File: src/rtl/freq_gate_controller.sv
// Gated frequency counter sequencer: synchronises signal_in, gates its rising edges
// into a BCD digit chain for GATE_CYCLES clocks, then hands the result over valid/ready.
module freq_gate_controller #(
    parameter int GATE_CYCLES = 1000000,
    parameter int DIGITS      = 6,
    parameter int SYNC_STAGES = 2
) (
    input  logic                  clk_in,
    input  logic                  reset_n_in,
    input  logic                  signal_in,
    input  logic [4*DIGITS-1:0]   digits_in,
    input  logic                  overflow_in,
    output logic                  counter_clear_out,
    output logic                  counter_enable_out,
    output logic                  gate_active_out,
    output logic [4*DIGITS-1:0]   result_digits_out,
    output logic                  result_overflow_out,
    output logic                  result_valid_out,
    input  logic                  result_ready_in
);

    localparam int TW = $clog2(GATE_CYCLES);
    localparam logic [TW-1:0] TIMER_LAST = TW'(GATE_CYCLES - 1);
    localparam logic [TW-1:0] TIMER_ONE  = TW'(1);

    typedef enum logic [1:0] {
        CLEAR = 2'd0,
        GATE  = 2'd1,
        LATCH = 2'd2,
        WAIT  = 2'd3
    } state_t;

    state_t                 state_r;
    state_t                 state_s;
    logic [SYNC_STAGES-1:0] sync_r;
    logic                   history_r;
    logic                   rise_s;
    logic [TW-1:0]          timer_r;
    logic                   sticky_r;

    // Synchroniser chain and edge history; runs in every state so history persists across windows
    always_ff @(posedge clk_in) begin
        if (!reset_n_in) begin
            sync_r    <= '0;
            history_r <= 1'b0;
        end else begin
            sync_r    <= {sync_r[SYNC_STAGES-2:0], signal_in};
            history_r <= sync_r[SYNC_STAGES-1];
        end
    end

    assign rise_s             = sync_r[SYNC_STAGES-1] & ~history_r;
    // All control outputs decode registers only, so no input reaches them combinationally
    assign counter_clear_out  = (state_r == CLEAR);
    assign gate_active_out    = (state_r == GATE);
    assign counter_enable_out = rise_s && (state_r == GATE);

    // State register, gate timer, sticky overflow and result/handshake registers
    always_ff @(posedge clk_in) begin
        if (!reset_n_in) begin
            state_r             <= CLEAR;
            timer_r             <= '0;
            sticky_r            <= 1'b0;
            result_digits_out   <= '0;
            result_overflow_out <= 1'b0;
            result_valid_out    <= 1'b0;
        end else begin
            state_r <= state_s;
            case (state_r)
                CLEAR: begin
                    timer_r  <= '0;
                    sticky_r <= 1'b0;
                end
                GATE: begin
                    timer_r <= (timer_r == TIMER_LAST) ? '0 : timer_r + TIMER_ONE;
                    if (counter_enable_out && overflow_in) begin
                        sticky_r <= 1'b1;
                    end
                end
                LATCH: begin
                    result_digits_out   <= digits_in;
                    result_overflow_out <= sticky_r;
                    result_valid_out    <= 1'b1;
                end
                WAIT: begin
                    if (result_ready_in) begin
                        result_valid_out <= 1'b0;
                    end
                end
                default: begin
                    timer_r <= '0;
                end
            endcase
        end
    end

    // Next-state decode
    always_comb begin
        state_s = state_r;
        case (state_r)
            CLEAR: state_s = GATE;
            GATE: begin
                if (timer_r == TIMER_LAST) begin
                    state_s = LATCH;
                end else begin
                    state_s = GATE;
                end
            end
            LATCH: state_s = WAIT;
            WAIT: begin
                if (result_valid_out && result_ready_in) begin
                    state_s = CLEAR;
                end else begin
                    state_s = WAIT;
                end
            end
            default: state_s = CLEAR;
        endcase
    end

endmodule

File: config.mk
export PLATFORM = sky130hd
export DESIGN_NAME = freq_gate_controller
export DESIGN_NICKNAME = d
export VERILOG_FILES = /design/src/rtl/freq_gate_controller.sv
export SDC_FILE = /design/constraint.sdc
export NUM_CORES = 1
export LEC_CHECK = 0
export ABC_AREA = 1
export BUFFER_PORTS_ARGS = -buffer_cell sky130_fd_sc_hd__buf_2
export CELL_PAD_IN_SITES_DETAIL_PLACEMENT = 0
export CELL_PAD_IN_SITES_GLOBAL_PLACEMENT = 1
export CORE_ASPECT_RATIO = 0.7
export CORE_UTILIZATION = 34
export DETAILED_ROUTE_END_ITERATION = 6
export PLACE_DENSITY_LB_ADDON = 0.3
export SLEW_MARGIN = 20
export SYNTH_ARGS = -nofsm -noshare
export SYNTH_HDL_FRONTEND = slang
export SYNTH_SLANG_ARGS = --single-unit
File: constraint.sdc
create_clock -name clk_in -period 1.35 [get_ports clk_in]
set_clock_uncertainty 0.05 [all_clocks]
set_input_delay 0 -clock clk_in [delete_from_list [all_inputs] [get_ports clk_in]]
set_output_delay 0 -clock clk_in [all_outputs]
set_load 0.05 [all_outputs]
==> flow_metrics.py, run 1 <==
metrics = {
    "outcome": {
        "status": "complete, but fails checks",
        "failed_checks": "setup timing",
    },
    "route": {
        "first_pass_iters": 4,
        "vias": 2575,
        "wire_per_inst_um": 12.41,
        "final_antenna_net_count": 0,
        "post-route-drc-count": 0,
        "drt_iter0_drc": 115,
        "drt-total-wl_um": 6890,
        "vias_per_cell": 4.640,
    },
    "synthesis": {
        "yosysUniqueCellTypes": 34,
        "syn_avg_cell_area_um2": 7.098,
        "netlist_area_um2": 2477,
        "syn_nets": 379,
        "synth_seq_cells": 52,
        "yosysSeqAreaShare": 0.4202,
        "synth_cells": 349,
        "async_flop_share": 0,
        "ys.flop_type": "dfxtp_1",
        "synth_edf_count": 0,
        "yosysWarnings": 0,
    },
    "die": {
        "rows": 25,
        "die_area_um2": 7638,
        "pin_count": 58,
        "dieWidth_um": 104.0,
        "initial_utilization": 0.3600,
        "die_h_um": 73.42,
        "coreArea_um2": 6882,
    },
    "sta": {
        "rsz0062_at_grt": "true",
        "clock.fmax_mhz": 732.3,
        "fin_crit_ps": 1366,
        "final-max-slew-violation-count": 0,
        "relSlewSlack": 0.6684,
        "hold_viol_final": 0,
        "setup_slack_ps": -15.60,
        "setup_viol": 1,
        "finalCritPeriodShare": 1.012,
        "worst_pin_slew_ps": 496.7,
        "tns_ps": -15.60,
    },
    "critical_path": {
        "start_kind": "flop",
        "crit_path_end_kind": "flop",
        "cp.required_ps": 1500,
        "arrival_ps": 1520,
        "critPathKind": "reg -> reg",
        "worstPathMaxFanout": 5,
    },
    "global_routing": {
        "grt_pass1_wl_um": 12090,
        "grt_usage": 0.1960,
        "first_global_vias": 2600,
        "antenna_found_initial": 0,
        "grt_max_degree": 28,
        "grt-ovfl-total": 0,
    },
    "finish": {
        "layout.nets": 490,
        "final_util": 0.5278,
        "diodes": 0,
        "drive_above_1_share": 0.3666,
        "area_growth_pct": 46.62,
        "fin_cells": 555,
        "final_cell_mix": "nor2_1 (68), nand2_1 (68), buf_2 (55)",
        "fin_area_um2": 3632,
    },
    "power_and_ir_drop": {
        "power_density_nw_per_um2": 758.0,
        "vdd_drop_max_v": 0.0005326,
        "leakage_nw": 1.566,
    },
    "flow_run": {
        "maxCapViolations": 0,
    },
    "clock_network": {
        "clk_root_buffer_cell": "clkbuf_8",
        "clock_path_buffers": 2,
        "cts_sinks": 52,
        "cts_made_buffers": 5,
        "htree_levels": 2,
        "cts_tree": "done",
        "clk-insertion-delay-late_ps": 300,
        "clk_pin_slew_ps": 100,
    },
    "placement": {
        "dp.cells": 512,
        "hpwl_um": 4549,
        "dpl-instance-area_um2": 3044,
        "io_buffer_count": 57,
        "place_ws_ps": -51.88,
        "gp_congestion": 0.8083,
    },
    "hold_path": {
        "hold_class": "in -> reg",
    },
}
sequential cells by signal, summed over array words and instances (netlist names):
register             count
result_valid_out         1
result_digits_out       24
timer_r                 20
result_overflow_out      1
history_r                1
state_r                  2
sticky_r                 1
sync_r                   2
final timing paths:
check | from | depth (start not counted) | endpoint | slack (ps)
worst max-delay path | timer_r[0]$_SDFFE_PN0P_ | 8 | timer_r[9]$_SDFFE_PN0P_ | -20
worst min-delay path | reset_n_in | 3 | timer_r[14]$_SDFFE_PN0P_ | 70
worst max register to register | timer_r[0]$_SDFFE_PN0P_ | 8 | timer_r[9]$_SDFFE_PN0P_ | -20
worst min register to register | sync_r[0]$_SDFF_PN0_ | 2 | sync_r[1]$_SDFF_PN0_ | 370
cell type report:
type,count,area [µm²]
Tap cell,94,117.6
Timing Repair Buffer,119,850.8
Inverter,23,88.84
Sequential cell,52,1081
Fill cell,678,3249
Clock inverter,3,22.52
Multi-Input combinational cell,259,1403
Clock buffer,5,68.82
critical path, stage by stage (launching register included):
cell	delay, ps
dfxtp_4	380
ha_4	140
nand3_4	120
nor2_4	180
nand3_4	150
nand2_4	100
nor2_2	30
nor2_1	70
nor2_1	40
Yosys cell counts (2+ instances only):
library cell / n / area [µm²]
o21ai_0: 29 / 145.1
nand2_2: 4 / 25.02
nor2_4: 6 / 67.56
nand3_2: 2 / 20.02
o21bai_1: 2 / 15.01
nand4_1: 6 / 37.54
clkinv_1: 2 / 7.510
nand3_4: 2 / 35.03
buf_2: 7 / 35.03
nor2_1: 75 / 281.5
a21oi_2: 6 / 52.55
a31oi_1: 2 / 12.51
a21oi_1: 15 / 75.07
nand3_1: 19 / 95.09
dfxtp_1: 52 / 1041
nand2_1: 71 / 266.5
clkbuf_1: 7 / 26.28
inv_2: 5 / 18.77
inv_1: 16 / 60.06
xnor2_1: 2 / 17.52
nor2_2: 5 / 31.28
xor2_1: 2 / 17.52
metal layers:
| layer | routed length (µm) | part of all wire | vias up | GRT usage |
|---|---|---|---|---|
| li1 | - | - | 1342 | - |
| met1 | 3575 | 0.52 | 1181 | 0.2678 |
| met2 | 3032 | 0.44 | 45 | 0.3230 |
| met3 | 210 | 0.030 | 7 | 0.03283 |
| met4 | 72 | 0.010 | 0 | 0.05397 |
| met5 | 0 | 0 | - | 0 |
where the power goes:
part	switching [mW]	leakage [nW]	total (mW)	internal, mW
logic	0.138	1.09	0.282	0.143
clock network	0.554	0.0485	0.927	0.373
registers	0.0121	0.430	1.54	1.53
metrics by stage:
step / power, mW / hold WS [ps]
after global placement: 1.788 / 138.0
final: 2.753 / 67.27
after detailed placement: 1.788 / 149.3
after CTS: 2.765 / 64.61
after floorplan: 1.692 / 47.63
after global routing: 2.866 / 76.46
kinds of logic after synthesis:
kind of cell               count (synthesis)  share of synthesized area
AOI/OAI and AO/OA                         58                     0.1338
xor gates and xnor gates                   4                    0.01414
adders and majority gates                  1                   0.005050
buffers and inverters                     39                    0.06313
DFF                                       52                     0.4202
and+or+nand+nor                          195                     0.3636
timing repair:
| item | CTS | global route |
|---|---|---|
| hold endpoints to repair | 28 | 0 |
| hold buffers | 27 | 0 |
| pin swaps | 3 | 9 |
| setup buffers | 3 | 4 |
| resized for setup | 14 | 41 |
| endpoints found under the setup margin | 7 | 23 |
| gates cloned | 1 | 0 |
Power figures use the tool's default switching activity.
==> run 2, diff against run 1 <==
--- a/config.mk
+++ b/config.mk
@@ -17,3 +17,4 @@
 export SYNTH_ARGS = -nofsm -noshare
 export SYNTH_HDL_FRONTEND = slang
 export SYNTH_SLANG_ARGS = --single-unit
+export TNS_END_PERCENT = 20
==> flow_metrics.py, run 2 (same netlist as run 1, synthesis figures left out) <==
metrics = {
    "route": {
        "final_antenna_net_count": 0,
        "post-route-drc-count": 0,
        "first_pass_iters": 5,
        "vias_per_cell": 4.631,
        "drt-total-wl_um": 6895,
        "vias": 2570,
        "wire_per_inst_um": 12.42,
        "drt_iter0_drc": 94,
    },
    "finish": {
        "reg.largest.list": "result_digits_out: 24 flops, timer_r: 20 flops",
        "final_cell_mix": "nand2_1 (69), nor2_1 (67), buf_2 (55)",
        "layout.nets": 490,
        "largest_register": "result_digits_out",
        "layout_commonest_cell": "nand2_1",
        "drive_above_1_share": 0.3514,
        "fin_area_um2": 3610,
        "diodes": 0,
        "final_util": 0.5245,
        "area_growth_pct": 45.71,
        "largest_reg_flops": 24,
    },
    "critical_path": {
        "cpPeakStageDelay_ps": 370,
        "r2r-start": "timer_r[1]$_SDFFE_PN0P_",
        "cp.required_ps": 1540,
        "worst-path-buf-inv": 2,
        "critical_path.top_delay_family": "simple AND/OR/NAND/NOR gates",
        "crit_path_top_delay_cell": "dfxtp_2",
        "r2r_slack_ps": -8,
        "regToRegEndpoint": "timer_r[17]$_SDFFE_PN0P_",
        "crit_path_frequent_cell": "nor2_4",
        "crit_path_end_kind": "flop",
        "worstPathMaxFanout": 3,
        "start_kind": "flop",
        "crit_path_cell_trace": "buf_6, nand2_4, nor2_4, nand2_2, nor2_4, buf_4, a21o_1, nand2_1, a21oi_2",
        "arrival_ps": 1550,
        "startpoint": "timer_r[1]$_SDFFE_PN0P_",
        "critPathKind": "reg -> reg",
        "reg2regPathDepth": 9,
    },
    "global_routing": {
        "grt_pass1_wl_um": 11600,
        "grt_max_degree": 28,
        "grt_usage": 0.1897,
        "first_global_vias": 2451,
        "grt-ovfl-total": 0,
        "antenna_found_initial": 0,
    },
    "sta": {
        "relSlewSlack": 0.6870,
        "rsz0062_at_grt": "true",
        "final-max-slew-violation-count": 0,
        "fin_crit_ps": 1358,
        "setup_slack_ps": -8.139,
        "setup_viol": 1,
        "worst_pin_slew_ps": 468.7,
        "clock.fmax_mhz": 736.3,
        "hold_viol_final": 0,
        "finalCritPeriodShare": 1.006,
    },
    "die": {
        "die_h_um": 73.42,
        "dieWidth_um": 104.0,
        "die_area_um2": 7638,
        "coreArea_um2": 6882,
        "pin_count": 58,
        "rows": 25,
        "initial_utilization": 0.3600,
    },
    "placement": {
        "gp_congestion": 0.8185,
        "io_buffer_count": 57,
        "dpl-instance-area_um2": 3068,
        "hpwl_um": 4646,
    },
    "power_and_ir_drop": {
        "power_density_nw_per_um2": 768.0,
        "leakage_nw": 1.588,
        "vdd_drop_max_v": 0.0006514,
    },
    "clock_network": {
        "htree_levels": 2,
        "cts_tree": "done",
        "clk_root_buffer_cell": "clkbuf_8",
        "cts_sinks": 52,
        "clk-insertion-delay-late_ps": 300,
        "clk_pin_slew_ps": 100,
        "clock_path_buffers": 2,
        "cts_made_buffers": 5,
    },
    "outcome": {
        "status": "complete, but fails checks",
        "failed_checks": "setup timing",
    },
    "hold_path": {
        "hold_class": "in -> reg",
        "min_to": "result_digits_out[3]$_SDFFE_PN0P_",
        "hold_depth": 3,
        "min-delay-start": "reset_n_in",
    },
    "flow_run": {
        "maxCapViolations": 0,
    },
}
## run 2: report_power, final
part	switching, mW	internal, mW
logic	0.141	0.146
registers	0.00880	1.54
clock network	0.551	0.382
## run 2: stage by stage
stage / total power [mW] / worst slack [ps] / hold WS, ps / TNS, ps / instances
floorplan: 1.691 / -40.41 / 47.63 / -67.65 / 349
global placement: 1.797 / -47.03 / 135.5 / -124.2 / 514
detailed placement: 1.798 / -102.8 / 138.6 / -408.1 / 514
CTS: 2.799 / -5.658 / 48.34 / -12.34 / 550
global route: 2.889 / -99.59 / 51.08 / -1048 / 555
finish: 2.772 / -8.139 / 53.80 / -8.139 / 555
## run 2: area by class of cell
class,instances,area [µm²]
Fill cell,670,3272
Multi-Input combinational cell,259,1389
Sequential cell,52,1061
Timing Repair Buffer,119,863.3
Tap cell,94,117.6
Inverter,23,88.84
Clock buffer,6,72.57
Clock inverter,2,17.52
## run 2: repair_timing
action | 4_1_cts | 5_1_grt
pin swaps | 5 | 13
endpoints found under the setup margin | 17 | 38
gates cloned | 1 | 0
hold buffers | 27 | 0
setup buffers | 0 | 5
endpoints found under the hold margin | 29 | 0
gates resized for setup | 18 | 25
## run 2: worst max-delay path by stage
| stage | end | slack (ps) | cells after the start |
|---|---|---|---|
| 2_1_floorplan | timer_r[9]$_SDFFE_PN0P_ | -40 | 8 |
| 3_3_place_gp | timer_r[9]$_SDFFE_PN0P_ | -50 | 8 |
| 5_1_grt | timer_r[9]$_SDFFE_PN0P_ | -100 | 10 |
| 3_5_place_dp | timer_r[9]$_SDFFE_PN0P_ | -100 | 8 |
| 6_report | timer_r[17]$_SDFFE_PN0P_ | -8 | 9 |
| 4_1_cts | timer_r[14]$_SDFFE_PN0P_ | -6 | 9 |
## run 2: layer usage
layer	vias up	global-route usage	share of wire
met3	6	0.03727	0.038
met4	0	0.04603	0.0099
met1	1174	0.2611	0.52
met2	50	0.3081	0.43
li1	1340	-	-
met5	-	0	0
## run 2: worst reg2reg max path: stages, from the launching register on
cell and delay, ps:
dfxtp_2 370, buf_6 130, nand2_4 50, nor2_4 130, nand2_2 80, nor2_4 120, buf_4 120, a21o_1 100
nand2_1 50, a21oi_2 100
==> run 3, diff against run 2 <==
--- a/config.mk
+++ b/config.mk
@@ -5,13 +5,12 @@
 export SDC_FILE = /design/constraint.sdc
 export NUM_CORES = 1
 export LEC_CHECK = 0
-export ABC_AREA = 1
 export BUFFER_PORTS_ARGS = -buffer_cell sky130_fd_sc_hd__buf_2
 export CELL_PAD_IN_SITES_DETAIL_PLACEMENT = 0
 export CELL_PAD_IN_SITES_GLOBAL_PLACEMENT = 1
-export CORE_ASPECT_RATIO = 0.7
 export CORE_UTILIZATION = 34
 export DETAILED_ROUTE_END_ITERATION = 6
+export GPL_TIMING_DRIVEN = 0
 export PLACE_DENSITY_LB_ADDON = 0.3
 export SLEW_MARGIN = 20
 export SYNTH_ARGS = -nofsm -noshare
==> flow_metrics.py, run 3 <==
metrics = {
    "sta": {
        "final-max-slew-violation-count": 0,
        "whs_ps": 406.2,
        "setup_slack_ps": -452.2,
        "finalCritPeriodShare": 1.335,
        "hold_viol_final": 0,
        "setup_viol": 22,
        "worst_pin_slew_ps": 488.8,
        "clock.fmax_mhz": 554.9,
        "rsz0062_at_grt": "true",
        "fin_crit_ps": 1802,
        "tns_ps": -8499,
        "relSlewSlack": 0.6741,
    },
    "finish": {
        "layout.nets": 405,
        "drive_above_1_share": 0.3298,
        "final_cell_mix": "nand2_1 (64), buf_2 (54), dfxtp_1 (36)",
        "largest_register": "result_digits_out",
        "reg.largest.list": "result_digits_out: 24 flops, timer_r: 20 flops",
        "final_util": 0.5452,
        "largest_reg_flops": 24,
        "diodes": 0,
        "layout_commonest_cell": "nand2_1",
        "fin_area_um2": 3304,
        "area_growth_pct": 50.74,
        "fin_cells": 451,
    },
    "power_and_ir_drop": {
        "leakage_nw": 1.341,
        "swShare": 0.2417,
        "p_clk_frac": 0.335,
        "power.net_switching_mw": 0.6502,
        "p_seq_frac": 0.577,
        "intPower_mw": 2.039,
        "power_density_nw_per_um2": 814.0,
        "p_comb_frac": 0.088,
        "finalPower_mw": 2.690,
        "vdd_drop_max_v": 0.0005154,
    },
    "global_routing": {
        "grt_pass1_wl_um": 8714,
        "antenna_found_initial": 0,
        "first_global_vias": 1882,
        "grt_max_degree": 17,
        "grt-ovfl-total": 0,
        "grt_usage": 0.1697,
    },
    "critical_path": {
        "regToRegEndpoint": "timer_r[14]$_SDFFE_PN0P_",
        "worstPathMaxFanout": 6,
        "startpoint": "timer_r[12]$_SDFFE_PN0P_",
        "reg2regPathDepth": 5,
        "crit_path_end": "timer_r[14]$_SDFFE_PN0P_",
        "critPathKind": "reg -> reg",
        "r2r-start": "timer_r[12]$_SDFFE_PN0P_",
        "arrival_ps": 1960,
        "crit_path_end_kind": "flop",
        "cp.required_ps": 1500,
        "start_kind": "flop",
        "r2r_slack_ps": -450,
    },
    "synthesis": {
        "synth_most_common_cell": "nand2_1",
        "synth_cells": 269,
        "async_flop_share": 0,
        "synth_seq_cells": 52,
        "yosysUniqueCellTypes": 39,
        "synth_top_area_cell": "dfxtp_1",
        "netlist_area_um2": 2192,
        "syn_nets": 299,
        "synth_edf_count": 0,
        "yosysSeqAreaShare": 0.4749,
        "synth_commonest_cells": "nand2_1 (65), dfxtp_1 (52), a21oi_1 (36)",
        "ys.flop_type": "dfxtp_1",
        "synthTopCellsByArea": "dfxtp_1 (47%), nand2_1 (11%), a21oi_1 (8.2%)",
        "syn_avg_cell_area_um2": 8.149,
        "yosysWarnings": 0,
        "synth_top_area_frac": 0.4749,
    },
    "clock_network": {
        "clk_root_buffer_cell": "clkbuf_8",
        "cts_sinks": 52,
        "clock_path_buffers": 2,
        "cts_made_buffers": 5,
        "clk_pin_slew_ps": 100,
        "cts_tree": "done",
        "htree_levels": 2,
        "clk-insertion-delay-late_ps": 310,
    },
    "die": {
        "die_area_um2": 6772,
        "coreArea_um2": 6061,
        "dieWidth_um": 82.30,
        "rows": 28,
        "initial_utilization": 0.3617,
        "pin_count": 58,
        "die_h_um": 82.30,
    },
    "route": {
        "drt_iter0_drc": 77,
        "vias": 2228,
        "post-route-drc-count": 0,
        "vias_per_cell": 4.940,
        "wire_per_inst_um": 12.71,
        "first_pass_iters": 4,
        "final_antenna_net_count": 0,
        "drt-total-wl_um": 5732,
    },
    "placement": {
        "place_ws_ps": -768.7,
        "gp_congestion": 0.7786,
        "hpwl_um": 3615,
        "dp.cells": 401,
        "io_buffer_count": 57,
        "dpl-instance-area_um2": 2628,
    },
    "flow_run": {
        "maxCapViolations": 0,
    },
    "outcome": {
        "failed_checks": "setup timing",
        "status": "complete, but fails checks",
    },
    "hold_path": {
        "hold_class": "reg -> reg",
    },
}
run 3: changes by cell type after synthesis, sizes merged, moves of 7 or more:
cell / previous run / this run
a21oi: 21 / 36
a31oi: 2 / 9
inv: 21 / 4
nand2: 76 / 65
nand3: 23 / 15
nor2: 86 / 10
o21ai: 30 / 7
run 3: cell type report:
type                       count  area, µm²
fill                         557       2756
multi-input combinational    195       1177
timing repair buffer         101      720.7
tap                           75      93.84
sequential                    52       1076
clock inverter                 2      16.27
inverter                       5      22.52
clock buffer                   6      72.57
buffer                        15      125.1
run 3: how the worst min path moves through the flow:
stage | startpoint | end | slack (ps) | depth (start not counted)
final | sync_r[0]$_SDFF_PN0_ | sync_r[1]$_SDFF_PN0_ | 410 | 1
after global routing | result_digits_out[15]$_SDFFE_PN0P_ | result_digits_out[15]$_SDFFE_PN0P_ | 430 | 2
after CTS | digits_in[18] | result_digits_out[18]$_SDFFE_PN0P_ | 410 | 4
after detailed placement | signal_in | sync_r[0]$_SDFF_PN0_ | 160 | 2
after global placement | signal_in | sync_r[0]$_SDFF_PN0_ | 160 | 2
after floorplan | reset_n_in | sync_r[0]$_SDFF_PN0_ | 70 | 1
run 3: power groups by stage:
stage / combinational, mW / clock [mW] / sequential [mW]
after floorplan: 0.0812 / 0 / 1.59
after global placement: 0.148 / 0 / 1.60
after detailed placement: 0.148 / 0 / 1.60
after CTS: 0.228 / 0.931 / 1.56
after global routing: 0.258 / 0.993 / 1.55
final: 0.237 / 0.901 / 1.55
run 3: kinds of logic after synthesis:
group | count (synthesis) | synth area share
xor+xnor | 3 | 0.01199
flops | 52 | 0.4749
fa+ha+maj | 1 | 0.005707
buf+inv | 22 | 0.04280
mux | 2 | 0.009133
compound gates | 64 | 0.1769
simple gates | 125 | 0.2785
run 3: metal layers:
layer / wire length (µm) / vias to the layer above / track usage
li1: - / 1148 / -
met1: 2721 / 1021 / 0.2199
met2: 2697 / 48 / 0.2760
met3: 193 / 11 / 0.03516
met4: 119 / 0 / 0.06316
met5: 0 / - / 0
run 3: timing repair:
item                       in CTS  in global routing
gates resized for setup        30                 36
hold endpoints to repair       31                  0
buffers inserted                8                  7
setup endpoints to repair      47                 45
gates cloned                    0                  0
pin swaps                       7                  9
hold buffers                   29                  0
run 3: worst max-delay path: stages (launching register included):
cell	delay, ps
dfxtp_4	380
nor4b_4	250
nand4_1	180
o311a_4	430
nor3b_1	150
a211o_1	260
